==> src/rtl/spi_wo_feeder.sv <==
// spi_wo_feeder: byte queue and issue sequencer in front of the write-only
// SPI master. Bytes tagged with a D/C bit are pushed into a circular FIFO
// and issued one at a time through the master's start/busy handshake. The
// D/C pin only changes as a byte is popped, while the link is idle.
//
// Ports:
//   clk_i, rst_i            clock, asynchronous active-high reset
//   wr_i, data_i, dc_i      push {dc_i, data_i}
//   flush_i                 drop all queued entries, clear overflow_o
//   full_o, empty_o         FIFO status
//   level_o                 entries queued (0..2^DEPTH_LOG2)
//   overflow_o              sticky: a write was dropped while full
//   idle_o                  nothing queued, nothing in flight, SPI not busy
//   spi_data_o              byte to the SPI master data input
//   spi_start_o             one-cycle start pulse to the SPI master
//   spi_busy_i              SPI master busy (high during spi_start_o)
//   dc_o                    D/C pin to the peripheral
module spi_wo_feeder #(
    parameter int unsigned DEPTH_LOG2 = 4
) (
    input  logic                  clk_i,
    input  logic                  rst_i,
    input  logic                  wr_i,
    input  logic [7:0]            data_i,
    input  logic                  dc_i,
    input  logic                  flush_i,
    output logic                  full_o,
    output logic                  empty_o,
    output logic [DEPTH_LOG2:0]   level_o,
    output logic                  overflow_o,
    output logic                  idle_o,
    output logic [7:0]            spi_data_o,
    output logic                  spi_start_o,
    input  logic                  spi_busy_i,
    output logic                  dc_o
);

    localparam int unsigned DEPTH = 1 << DEPTH_LOG2;
    localparam logic [DEPTH_LOG2:0] FULL_LEVEL = (DEPTH_LOG2 + 1)'(DEPTH);

    typedef enum logic [1:0] {
        S_IDLE  = 2'd0,
        S_START = 2'd1,
        S_WAIT  = 2'd2
    } state_e;

    state_e                state_q, state_d;
    logic [8:0]            mem_q [DEPTH];
    logic [DEPTH_LOG2-1:0] wptr_q, wptr_d;
    logic [DEPTH_LOG2-1:0] rptr_q, rptr_d;
    logic [DEPTH_LOG2:0]   level_q, level_d;
    logic                  ovf_q, ovf_d;
    logic [7:0]            sdata_q, sdata_d;
    logic                  dc_q, dc_d;
    logic                  push, pop;
    logic [8:0]            head;

    assign full_o      = (level_q == FULL_LEVEL);
    assign empty_o     = (level_q == '0);
    assign level_o     = level_q;
    assign overflow_o  = ovf_q;
    assign spi_data_o  = sdata_q;
    assign dc_o        = dc_q;
    assign spi_start_o = (state_q == S_START);
    assign idle_o      = empty_o & (state_q == S_IDLE) & ~spi_busy_i;
    assign head        = mem_q[rptr_q];

    // full_o is taken before this cycle's pop, so a write on a full FIFO is
    // dropped even when a pop happens in the same cycle.
    assign push = wr_i & ~full_o & ~flush_i;
    assign pop  = (state_q == S_IDLE) & ~empty_o & ~spi_busy_i & ~flush_i;

    always_comb begin
        state_d = state_q;
        wptr_d  = wptr_q;
        rptr_d  = rptr_q;
        level_d = level_q;
        ovf_d   = ovf_q;
        sdata_d = sdata_q;
        dc_d    = dc_q;

        if (flush_i) begin
            wptr_d  = '0;
            rptr_d  = '0;
            level_d = '0;
            ovf_d   = 1'b0;
        end else begin
            if (wr_i && full_o) begin
                ovf_d = 1'b1;
            end
            if (push) begin
                wptr_d = wptr_q + 1'b1;
            end
            if (pop) begin
                rptr_d = rptr_q + 1'b1;
            end
            case ({push, pop})
                2'b10:   level_d = level_q + 1'b1;
                2'b01:   level_d = level_q - 1'b1;
                default: level_d = level_q;
            endcase
        end

        // Flush does not abort a transfer already in START or WAIT.
        case (state_q)
            S_IDLE: begin
                if (pop) begin
                    sdata_d = head[7:0];
                    dc_d    = head[8];
                    state_d = S_START;
                end
            end
            S_START: state_d = S_WAIT;
            S_WAIT: begin
                if (!spi_busy_i) begin
                    state_d = S_IDLE;
                end
            end
            default: state_d = S_IDLE;
        endcase
    end

    always_ff @(posedge clk_i or posedge rst_i) begin
        if (rst_i) begin
            state_q <= S_IDLE;
            wptr_q  <= '0;
            rptr_q  <= '0;
            level_q <= '0;
            ovf_q   <= 1'b0;
            sdata_q <= '0;
            dc_q    <= 1'b0;
        end else begin
            state_q <= state_d;
            wptr_q  <= wptr_d;
            rptr_q  <= rptr_d;
            level_q <= level_d;
            ovf_q   <= ovf_d;
            sdata_q <= sdata_d;
            dc_q    <= dc_d;
        end
    end

    // Storage needs no reset: level/pointers define which entries are valid.
    always_ff @(posedge clk_i) begin
        if (push) begin
            mem_q[wptr_q] <= {dc_i, data_i};
        end
    end

endmodule

==> config.mk <==
export PLATFORM = sky130hd
export DESIGN_NAME = spi_wo_feeder
export DESIGN_NICKNAME = d
export VERILOG_FILES = /design/src/rtl/spi_wo_feeder.sv
export SDC_FILE = /design/constraint.sdc
export NUM_CORES = 1
export LEC_CHECK = 0
export CORE_MARGIN = 4
export CORE_UTILIZATION = 40
export DETAILED_ROUTE_END_ITERATION = 6
export PLACE_DENSITY = 0.65
export SETUP_SLACK_MARGIN = 0.1
export SLEW_MARGIN = 20
export SYNTH_ARGS = -nofsm -noshare
export SYNTH_HDL_FRONTEND = slang
export SYNTH_SLANG_ARGS = --single-unit
==> constraint.sdc <==
create_clock -name clk_i -period 3.85 [get_ports clk_i]
set_clock_uncertainty 0.1 [all_clocks]
set_input_delay 0.77 -clock clk_i [delete_from_list [all_inputs] [get_ports clk_i]]
set_output_delay 0.77 -clock clk_i [all_outputs]
set_load 0.01 [all_outputs]
==> Yosys cells after proc, flatten, opt, wreduce, memory -nomap -nowiden <==
Memory sizes are Yosys's and may differ from the RTL's. A register that Yosys moved wholly into a read port is not among the register bits.
Cells that the tools add are included.
Widths: inputs -> output; s select.
{ "totals": {"register_bits": 16, "ramBits": 144, "in_bits": 14, "out_inout_bits": 19, "wordCells": 50, "mem_count": 1} }
{ "memory_table": {"columns": ["memory", "depth", "width", "rd", "rd_clocked_by_memory_dff", "wr", "line", "rtl"], "rows": [
  ["mem_q", 16, 9, 1, 1, 1, "48", "logic [8:0] mem_q [DEPTH];"]
]} }
{ "classes": {"n_addsub": 4, "n_eq_ne": 7, "muxes": 13, "n_bitwise": 11, "n_reduce_logical": 9} }
{ "op_table": {"columns": ["cell", "count"], "rows": [
  ["$mux 4", 4],
  ["$pmux 5 s2", 1],
  ["$add 4x1->4 const B", 2],
  ["$and 1x1->1", 7],
  ["$pmux 2 s3", 1],
  ["$reduce_bool 2->1", 3],
  ["$add 5x1->5 const B", 1],
  ["$eq 5x5->1 const B", 1],
  ["$logic_not 5->1", 1],
  ["$mux 5", 1],
  ["$sub 5x1->5 const B", 1],
  ["$eq 2x1->1 const B", 2],
  ["$eq 2x2->1 const B", 2],
  ["$mux 1", 4],
  ["$mux 2", 2],
  ["$ne 2x2->1 const B", 2],
  ["$not 1->1", 4],
  ["$reduce_and 2->1", 2],
  ["$reduce_bool 3->1", 1],
  ["$logic_not 2->1", 1],
  ["$logic_and 1x1->1", 1]
]} }

==> Longest topological paths before layout <==
Gate-level depths: netlist of run 1.
{ "depth": {"word_depth": 8, "ltp_mapped": 11, "depth_no_buf": 10} }

==> Worst setup path before layout of run 1 <==
No wires, ideal clock.
{ "synth_path": {"kind": "in2reg", "startpoint": "input wr_i", "endpoint": "register level_q[4] (netlist: level_o[4])", "setup_ns": 0.078, "arrival_time_ns": 3.137, "required_time_ns": 3.672, "path_slack_ns": 0.534, "cell_stages": 10, "n_path_buf": 1, "path_cell_list": "clkbuf_1 -> a21boi_1 -> nor3_2 -> xor2_1 -> ha_1 -> or3_1 -> a21oi_1 -> nor4_1 -> or4_1 -> a21oi_1"} }
{ "synth_between": {"elab_chain_len": 5, "elab_cells_between_ends": 7, "cone_classes": "eq/ne (2); mux (2); bitwise (2); reduce/logical (1)"} }
{ "synth_rtl": {"columns": ["element", "line", "rtl"], "rows": [
  ["from (decl)", "23", "input logic wr_i,"],
  ["$and 1x1->1 (*) (2 in a row)", "70", "assign push = wr_i & ~full_o & ~flush_i;"],
  ["$eq 2x1->1 or $eq 2x2->1 (tied branches)", "97", "case ({push, pop})"],
  ["$pmux 5 s2", "97", null],
  ["$mux 5", "82", "if (flush_i) begin"],
  ["to (signal assigned)", "136", "level_q <= level_d;"],
  ["to (decl)", "51", "logic [DEPTH_LOG2:0] level_q, level_d;"]
]} }
Every way passes the cells marked *; elsewhere a longest branch is shown, timed or not.
A chain may end at the register's enable or synchronous reset.

==> Worst setup path in the final report of run 1 <==
{ "layout_path": {"startpoint": "register level_q[1] (netlist: level_o[1])", "endpoint": "output empty_o"} }
{ "layout_between": {"elab_chain_len": 1} }
{ "layout_rtl": {"columns": ["element", "line", "rtl"], "rows": [
  ["$logic_not 5->1", "59", "assign empty_o = (level_q == '0);"],
  ["to (decl)", "28", "output logic empty_o,"]
]} }
Every way passes these cells.

==> results of run 1 <==
-- layout make-up --
class                           count  area, µm²
Inverter                            6      22.52
Timing Repair Buffer               44      422.9
Tap cell                          220      275.3
Clock inverter                     13      140.1
Clock buffer                       19      452.9
Multi-Input combinational cell    156       1808
Fill cell                        1363       8628
Sequential cell                   169       4951
-- power breakdown --
part	switching, W	internal, W	leakage, nW
Sequential	0.0000950	0.00209	1.62
Combinational	0.000479	0.000542	0.714
Clock	0.000714	0.000944	0.283
Total	0.00129	0.00358	2.62
-- worst min path at each step --
stage             startpoint            end  slack, ns  cells past startpoint
5_1_grt        spi_data_o[1]  spi_data_o[1]       0.45                      1
3_5_place_dp   spi_data_o[5]  spi_data_o[5]       0.40                      1
6_report       spi_data_o[5]  spi_data_o[5]       0.41                      1
3_3_place_gp      overflow_o     overflow_o       0.38                      2
2_1_floorplan     state_q[0]     state_q[1]       0.37                      1
4_1_cts        spi_data_o[5]  spi_data_o[5]       0.41                      1
-- cell families (layout without fill, tap and decap cells) --
group / after synthesis / after routing / synth area share
AO/OA/AOI/OAI: 22 / 22 / 0.02550
multiplexers: 55 / 55 / 0.1638
adder cells (fa/ha/maj): 7 / 7 / 0.01275
XOR/XNOR: 9 / 9 / 0.01148
buffers and inverters: 24 / 82 / 0.01712
flip-flops: 169 / 169 / 0.7206
AND/OR/NAND/NOR: 63 / 63 / 0.04881
-- routing by layer --
layer	track usage	wire, µm	vias up
met5	0	0	-
met4	0.05098	89	0
met3	0.03379	707	5
met2	0.2248	6599	87
met1	0.1969	5594	1760
li1	-	-	1505
-- flip-flops by register name, summed over array words and instances (netlist names) --
name,flops
rptr_q,4
level_o,5
wptr_q,4
dc_o,1
spi_data_o,8
state_q,2
mem_q,144
overflow_o,1
-- stage by stage --
stage                     cells  hold slack [ns]  setup slack [ns]
after global placement      595           0.3812            0.2549
after global routing        627           0.4457            0.4253
after detailed placement    595           0.4006            0.1995
after floorplan             349           0.3704            0.5345
after CTS                   627           0.4147            0.6070
final                       627           0.4068            0.6190
-- cell usage after synthesis --
library cell	number	area (µm²)
mux2i_1	1	10.01
nor4_1	3	18.77
nor2_1	17	63.81
nand2_1	11	41.29
buf_1	1	3.750
a21oi_2	1	8.760
nor4_2	1	12.51
o221a_2	1	11.26
clkbuf_1	12	45.04
nand3_2	1	10.01
edfxtp_1	144	4324
a21oi_1	7	35.03
or3_1	2	12.51
o31ai_1	2	15.01
inv_1	6	22.52
o21ai_0	1	5.000
o221ai_2	1	15.01
buf_2	1	5.000
dfrtp_1	25	625.6
xor2_1	6	52.55
mux4_2	45	1013
nor2b_1	1	6.260
and2_1	12	75.07
ha_1	7	87.58
nand3_1	1	5.000
o311ai_1	1	8.760
or4_1	2	15.01
nand2b_1	1	6.260
nor3_2	1	10.01
or4_4	1	11.26
buf_4	1	7.510
a211oi_1	1	7.510
o21bai_1	1	7.510
nand4_1	2	12.51
buf_6	3	33.78
nor3_1	7	35.03
a32oi_1	1	8.760
mux2_2	9	101.4
a31o_2	1	8.760
xnor2_1	3	26.28
o2111ai_1	1	8.760
a21boi_1	1	7.510
o41a_1	1	11.26
o21ai_4	1	16.27
-- worst max-delay path: cells and delay by family (launching register included) --
kind	cells	cell delay (ns)
buf+inv	1	0.60
simple gates	2	0.85
flops	1	0.49
==> flow_metrics.env, run 1 <==
export IMPL_status="completed"
export IMPL_layout_commonest_cell="edfxtp_1"
export IMPL_drt_iter0_drc=283
export IMPL_setup_tns_ns=0
export IMPL_wire_per_inst_um=20.72
export IMPL_peakVddDrop_uv=376.6
export IMPL_crit_end="empty_o"
export IMPL_synth_seq_cells=169
export IMPL_coreArea_mm2=0.01670
export IMPL_layout_drive_gt1_share=0.2678
export IMPL_worstPathCellList="or4_4 -> nor2_1 -> clkdlybuf4s50_1"
export IMPL_fmax_mhz=309.5
export IMPL_cts_max_level=4
export IMPL_diodes=0
export IMPL_grt_max_degree=40
export IMPL_row_count=47
export IMPL_viasPerCell=5.354
export IMPL_syn_nets=370
export IMPL_rrSetupSlack_ns=0.74
export IMPL_cp_arrival_ns=2.36
export IMPL_synthToLayoutAreaGrowth_pct=17.52
export IMPL_synthCells=349
export IMPL_slowest_delay_ns=0.62
export IMPL_rsz0062_at_grt="no"
export IMPL_end_kind="primary output"
export IMPL_slew_headroom=0.5396
export IMPL_finalPower_w=0.004863
export IMPL_nets=415
export IMPL_critPathLaunchType="register"
export IMPL_maxCapViolations=0
export IMPL_firstDrtPassIters=4
export IMPL_route_detailed_drc=0
export IMPL_final_setup_viol_count=0
export IMPL_worstPathMaxFanout=9
export IMPL_cts_buffers=17
export IMPL_cts_root_buf="clkbuf_16"
export IMPL_grt_pass1_wl_mm=20.62
export IMPL_fp_dieW_um=139.0
export IMPL_power_leakage_nw=2.617
export IMPL_dpl_cell_area_mm2=0.007480
export IMPL_worst_pin_slew_ns=0.6905
export IMPL_ant_nets=0
export IMPL_gp_congestion=0.8049
export IMPL_final_cell_area_mm2=0.008073
export IMPL_dieHeight_um=139.0
export IMPL_r2r_cells=10
export IMPL_final_util=0.4834
export IMPL_postCtsHoldBufs=0
export IMPL_clk_pin_slew_ns=0.06
export IMPL_antenna_found_initial=0
export IMPL_hpwlAfterDp_mm=8.346
export IMPL_synth_seq_area_share=0.7206
export IMPL_ioPinCount=33
export IMPL_cts_sinks=169
export IMPL_portBuffers=32
export IMPL_holdCritPathClass="reg -> reg"
export IMPL_grt_overflow_total=0
export IMPL_initial_utilization=0.4113
export IMPL_cts_tree="yes"
export IMPL_syn_area_per_cell_um2=19.68
export IMPL_crit_start="level_o[1]"
export IMPL_hold_viol=0
export IMPL_grt_pass1_vias=3450
export IMPL_ys_warn_count=0
export IMPL_syn_cell_area_mm2=0.006869
export IMPL_min_period_ns=3.231
export IMPL_r2r_start="level_o[1]"
export IMPL_routed_wl_mm=12.99
export IMPL_slowest_stage="or4_4"
export IMPL_post_cts_resize_count=0
export IMPL_vias=3357
export IMPL_yosysUniqueCellTypes=44
export IMPL_die_area_mm2=0.01933
export IMPL_crit_required_ns=2.98
export IMPL_r2r_end="level_o[4]"
export IMPL_post_route_period_util=0.8392
export IMPL_clockBufferDepth=2
export IMPL_post_cts_setup_buffers=0
export IMPL_clock_latency_ns=0.42
export IMPL_report_final_slew_viol_count=0
export IMPL_final_cell_mix="144 x edfxtp_1, 45 x mux4_2, 32 x clkdlybuf4s50_1, 24 x dfrtp_1"
export IMPL_track_usage=0.1429
export IMPL_crit_type="reg -> out"
export IMPL_p_per_area_mw_per_mm2=602.5
(Power assumes the default switching activity.)
==> inputs of run 2 (changes only) <==
==> constraint.sdc (replaced) <==
create_clock -name clk_i -period 3.05 [get_ports clk_i]
set_clock_uncertainty 0.1 [all_clocks]
set_input_delay 0.61 -clock clk_i [delete_from_list [all_inputs] [get_ports clk_i]]
set_output_delay 0.61 -clock clk_i [all_outputs]
set_load 0.01 [all_outputs]
==> flow_metrics.env, run 2 (synthesis results as in run 1) <==
export IMPL_track_usage=0.1485
export IMPL_dpl_cell_area_mm2=0.007716
export IMPL_report_final_slew_viol_count=0
export IMPL_nets=441
export IMPL_crit_start="level_o[1]"
export IMPL_peakVddDrop_uv=423.7
export IMPL_clock_latency_ns=0.42
export IMPL_status="completed"
export IMPL_fillers=1373
export IMPL_r2r_cells=10
export IMPL_hpwlAfterDp_mm=8.502
export IMPL_antenna_found_initial=0
export IMPL_final_setup_viol_count=0
export IMPL_largest_register_ffs=144
export IMPL_r2r_end="level_o[4]"
export IMPL_path_buf_inv=1
export IMPL_ioPinCount=33
export IMPL_hold_viol=0
export IMPL_row_count=47
export IMPL_layout_drive_gt1_share=0.3256
export IMPL_drt_iter0_drc=292
export IMPL_grt_max_degree=26
export IMPL_route_detailed_drc=0
export IMPL_coreArea_mm2=0.01670
export IMPL_rrSetupSlack_ns=0.28
export IMPL_gp_congestion=0.7657
export IMPL_clk_pin_slew_ns=0.06
export IMPL_slew_headroom=0.5180
export IMPL_slowest_stage="or4_4"
export IMPL_critPathLaunchType="register"
export IMPL_synthToLayoutAreaGrowth_pct=21.28
export IMPL_crit_end="empty_o"
export IMPL_cts_buffers=17
export IMPL_initial_utilization=0.4113
export IMPL_viasPerCell=5.190
export IMPL_cts_sinks=169
export IMPL_worstPathCellList="or4_4 -> nor2_4 -> clkdlybuf4s50_1"
export IMPL_r2r_start="level_o[1]"
export IMPL_routed_wl_mm=13.63
export IMPL_dieHeight_um=139.0
export IMPL_critPathTopFamily="simple AND/OR/NAND/NOR gates"
export IMPL_ant_nets=0
export IMPL_worstPathMaxFanout=4
export IMPL_end_kind="primary output"
export IMPL_wire_per_inst_um=20.87
export IMPL_cts_max_level=4
export IMPL_cts_tree="yes"
export IMPL_postCtsHoldBufs=0
export IMPL_firstDrtPassIters=4
export IMPL_min_period_ns=2.852
export IMPL_rsz0062_at_grt="no"
export IMPL_regMostFlops="mem_q"
export IMPL_crit_required_ns=2.34
export IMPL_die_area_mm2=0.01933
export IMPL_grt_overflow_total=0
export IMPL_final_cell_area_mm2=0.008330
export IMPL_grt_pass1_vias=3610
export IMPL_slowest_delay_ns=0.60
export IMPL_clockBufferDepth=2
export IMPL_layout_commonest_cell="edfxtp_1"
export IMPL_cts_root_buf="clkbuf_16"
export IMPL_worst_pin_slew_ns=0.7230
export IMPL_fp_dieW_um=139.0
export IMPL_crit_type="reg -> out"
export IMPL_maxCapViolations=0
export IMPL_power_leakage_nw=2.785
export IMPL_instances_no_fill=653
export IMPL_fmax_mhz=350.7
export IMPL_final_cell_mix="144 x edfxtp_1, 45 x mux4_2, 36 x buf_4, 30 x clkdlybuf4s50_1, 24 x dfrtp_1"
export IMPL_holdCritPathClass="reg -> reg"
export IMPL_cp_arrival_ns=2.14
export IMPL_p_per_area_mw_per_mm2=760.0
export IMPL_diodes=0
export IMPL_cp_depth=3
export IMPL_portBuffers=32
export IMPL_post_route_period_util=0.9350
export IMPL_vias=3389
export IMPL_grt_pass1_wl_mm=21.20
export IMPL_dp_cells=620
-- run 2: power by group --
group	switching [W]	internal [W]	leakage, nW	total (W)
Clock	0.000895	0.00122	0.278	0.00212
Combinational	0.000662	0.000810	0.888	0.00147
Sequential	0.000104	0.00264	1.62	0.00274
-- run 2: worst min path at each step --
stage / slack, ns / end / cells after the start / start
2_1_floorplan: 0.37 / state_q[1] / 1 / state_q[0]
3_3_place_gp: 0.39 / spi_data_o[3] / 1 / spi_data_o[3]
3_5_place_dp: 0.40 / spi_data_o[1] / 1 / spi_data_o[1]
4_1_cts: 0.41 / spi_data_o[1] / 1 / spi_data_o[1]
5_1_grt: 0.42 / dc_o / 1 / dc_o
6_report: 0.41 / spi_data_o[1] / 1 / spi_data_o[1]
-- run 2: repair_timing --
item                                    4_1_cts  5_1_grt
pin swaps                                     1        5
endpoints found under the setup margin        2        2
buffers inserted                              1        0
endpoints found under the hold margin         0        0
resized for setup                             1        4
-- run 2: final cells by class --
| type | instances | area (µm²) | share of cell area |
|---|---|---|---|
| tap | 220 | 275.3 | 0.03304 |
| clock buffer | 17 | 425.4 | 0.05107 |
| sequential | 169 | 4951 | 0.5943 |
| inverter | 6 | 22.52 | 0.002704 |
| multi-input combinational | 156 | 1857 | 0.2229 |
| timing repair buffer | 70 | 631.9 | 0.07585 |
| clock inverter | 15 | 167.7 | 0.02013 |
-- run 2: per-layer routing --
layer | wire length (µm) | global-route usage | up-vias
li1 | - | - | 1549
met1 | 5447 | 0.1962 | 1749
met2 | 7036 | 0.2396 | 82
met3 | 981 | 0.03759 | 9
met4 | 162 | 0.05561 | 0
met5 | 0 | 0 | -
-- run 2: metrics by stage --
step | power (W) | hold WS [ns] | TNS [ns] | setup WS (ns) | util
after floorplan | 0.003688 | 0.3704 | 0 | 0.1008 | -
after global routing | 0.006620 | 0.4234 | 0 | 0.1075 | 0.4988
after global placement | 0.004243 | 0.3890 | -0.2260 | -0.2260 | 0.4620
final | 0.006331 | 0.4065 | 0 | 0.1983 | 0.4988
after detailed placement | 0.004262 | 0.3961 | -0.2624 | -0.2624 | 0.4620
after CTS | 0.006390 | 0.4109 | 0 | 0.1204 | 0.4979
-- run 2: worst reg2reg max path, delay by kind of cell (launching register included) --
| kind | cells | cell delay, ns |
|---|---|---|
| xor gates and xnor gates | 1 | 0.14 |
| and+or+nand+nor | 6 | 1.65 |
| AOI/OAI and AO/OA | 2 | 0.25 |
| DFF | 1 | 0.38 |
| adders and majority gates | 1 | 0.18 |
==> inputs of run 3 (changes only) <==
--- a/config.mk
+++ b/config.mk
@@ -8,7 +8,6 @@
 export CORE_MARGIN = 4
 export CORE_UTILIZATION = 40
 export DETAILED_ROUTE_END_ITERATION = 6
-export PLACE_DENSITY = 0.65
 export SETUP_SLACK_MARGIN = 0.1
 export SLEW_MARGIN = 20
 export SYNTH_ARGS = -nofsm -noshare
==> flow_metrics.env, run 3 (synthesis results as in run 1) <==
export IMPL_p_per_area_mw_per_mm2=761.0
export IMPL_power_leakage_nw=2.780
export IMPL_multi_input_area_mm2=0.001863
export IMPL_final_setup_viol_count=0
export IMPL_worst_pin_slew_ns=0.7571
export IMPL_netSwitchingFraction=0.2602
export IMPL_die_area_mm2=0.01933
export IMPL_min_period_ns=2.983
export IMPL_status="completed"
export IMPL_ant_nets=0
export IMPL_coreArea_mm2=0.01670
export IMPL_ioPinCount=33
export IMPL_layout_setup_ws_ns=0.06722
export IMPL_r2r_start="level_o[0]"
export IMPL_grt_pass1_vias=3549
export IMPL_cts_buffers=17
export IMPL_dpl_cell_area_mm2=0.007686
export IMPL_end_kind="register"
export IMPL_row_count=47
export IMPL_portBuffers=32
export IMPL_vias=3474
export IMPL_track_usage=0.1561
export IMPL_pwr_share_comb=0.241
export IMPL_p_sw_w=0.001646
export IMPL_final_cell_area_mm2=0.008313
export IMPL_cts_max_level=4
export IMPL_worstPathMaxFanout=3
export IMPL_wire_per_inst_um=21.96
export IMPL_antenna_found_initial=0
export IMPL_routed_wl_mm=14.32
export IMPL_seqPwrFrac=0.434
export IMPL_crit_type="in -> reg"
export IMPL_r2r_cells=12
export IMPL_cts_tree="yes"
export IMPL_seq_area_mm2=0.004952
export IMPL_slew_headroom=0.4953
export IMPL_crit_start="spi_busy_i"
export IMPL_hpwlAfterDp_mm=8.706
export IMPL_viasPerCell=5.328
export IMPL_gp_congestion=0.7921
export IMPL_drt_iter0_drc=289
export IMPL_route_detailed_drc=0
export IMPL_dieHeight_um=139.0
export IMPL_clockPowerShare=0.325
export IMPL_cp_arrival_ns=3.22
export IMPL_clockBufferDepth=2
export IMPL_layout_commonest_cell="edfxtp_1"
export IMPL_postCtsHoldBufs=0
export IMPL_pre_cts_ws_ns=-0.2917
export IMPL_rrSetupSlack_ns=0.11
export IMPL_clk_pin_slew_ns=0.06
export IMPL_report_final_slew_viol_count=0
export IMPL_crit_end="level_o[4]"
export IMPL_rsz0062_at_grt="yes"
export IMPL_r2r_end="level_o[4]"
export IMPL_intPower_w=0.004680
export IMPL_holdCritPathClass="reg -> reg"
export IMPL_regMostFlops="mem_q"
export IMPL_final_cell_mix="144 x edfxtp_1, 45 x mux4_2, 34 x buf_4, 30 x clkdlybuf4s50_1, 23 x dfrtp_1"
export IMPL_maxCapViolations=0
export IMPL_clock_latency_ns=0.41
export IMPL_diodes=0
export IMPL_grt_pass1_wl_mm=22.16
export IMPL_cts_sinks=169
export IMPL_nets=440
export IMPL_grt_overflow_total=0
export IMPL_fillers=1387
export IMPL_layout_drive_gt1_share=0.3287
export IMPL_initial_utilization=0.4113
export IMPL_post_route_period_util=0.9780
export IMPL_fp_dieW_um=139.0
export IMPL_cts_root_buf="clkbuf_16"
export IMPL_holdWs_ns=0.4051
export IMPL_synthToLayoutAreaGrowth_pct=21.02
export IMPL_largest_register_ffs=144
export IMPL_hold_viol=0
export IMPL_crit_required_ns=3.28
export IMPL_critPathLaunchType="primary input"
export IMPL_grt_max_degree=40
export IMPL_peakVddDrop_uv=434.1
export IMPL_firstDrtPassIters=4
export IMPL_fmax_mhz=335.3
run 3: stage by stage:
stage | power [W] | util | cells | TNS, ns
3_5_place_dp | 0.004260 | 0.4602 | 616 | -0.2917
4_1_cts | 0.006308 | 0.4944 | 648 | 0
5_1_grt | 0.006615 | 0.4978 | 652 | -0.005026
6_report | 0.006327 | 0.4978 | 652 | 0
3_3_place_gp | 0.004239 | 0.4602 | 616 | -0.2387
2_1_floorplan | 0.003688 | - | 349 | 0
run 3: layout make-up:
cell class                 instances  share of cell area
tap                              220             0.03311
clock inverter                    13             0.01550
inverter                           6            0.002709
clock buffer                      19             0.05328
timing repair buffer              69             0.07556
sequential                       169              0.5957
multi-input combinational        156              0.2241
run 3: worst max-delay path: stages:
cell	delay, ns
clkdlybuf4s50_1	0.43
or4_4	0.56
nor3_4	0.21
xor2_1	0.09
ha_2	0.19
or3_4	0.33
a21oi_2	0.14
nor4_1	0.06
or4_1	0.44
a21oi_2	0.16
run 3: worst min path at each step:
stage | cells past startpoint | slack, ns | start | to
6_report | 2 | 0.41 | overflow_o | overflow_o
5_1_grt | 1 | 0.43 | spi_data_o[3] | spi_data_o[3]
4_1_cts | 1 | 0.41 | spi_data_o[7] | spi_data_o[7]
3_5_place_dp | 1 | 0.40 | spi_data_o[7] | spi_data_o[7]
3_3_place_gp | 2 | 0.38 | overflow_o | overflow_o
2_1_floorplan | 1 | 0.37 | state_q[0] | state_q[1]
run 3: timing repair:
action | 4_1_cts | 5_1_grt
endpoints found under the setup margin | 2 | 3
buffers inserted | 0 | 4
gates resized for setup | 1 | 8
pin swaps | 1 | 4
run 3: power by group through the flow:
stage,Clock (W),Combinational (W),Sequential [W]
6_report,0.00206,0.00152,0.00274
5_1_grt,0.00220,0.00164,0.00277
4_1_cts,0.00209,0.00147,0.00274
3_5_place_dp,0,0.00147,0.00279
2_1_floorplan,0,0.000871,0.00282
3_3_place_gp,0,0.00145,0.00279
run 3: layer usage:
| metal | wire, µm | vias up | GRT usage | share of wire |
|---|---|---|---|---|
| li1 | - | 1554 | - | - |
| met1 | 6049 | 1801 | 0.2168 | 0.42 |
| met2 | 7094 | 111 | 0.2470 | 0.50 |
| met3 | 1065 | 8 | 0.04034 | 0.074 |
| met4 | 109 | 0 | 0.04428 | 0.0076 |
| met5 | 0 | - | 0 | 0 |
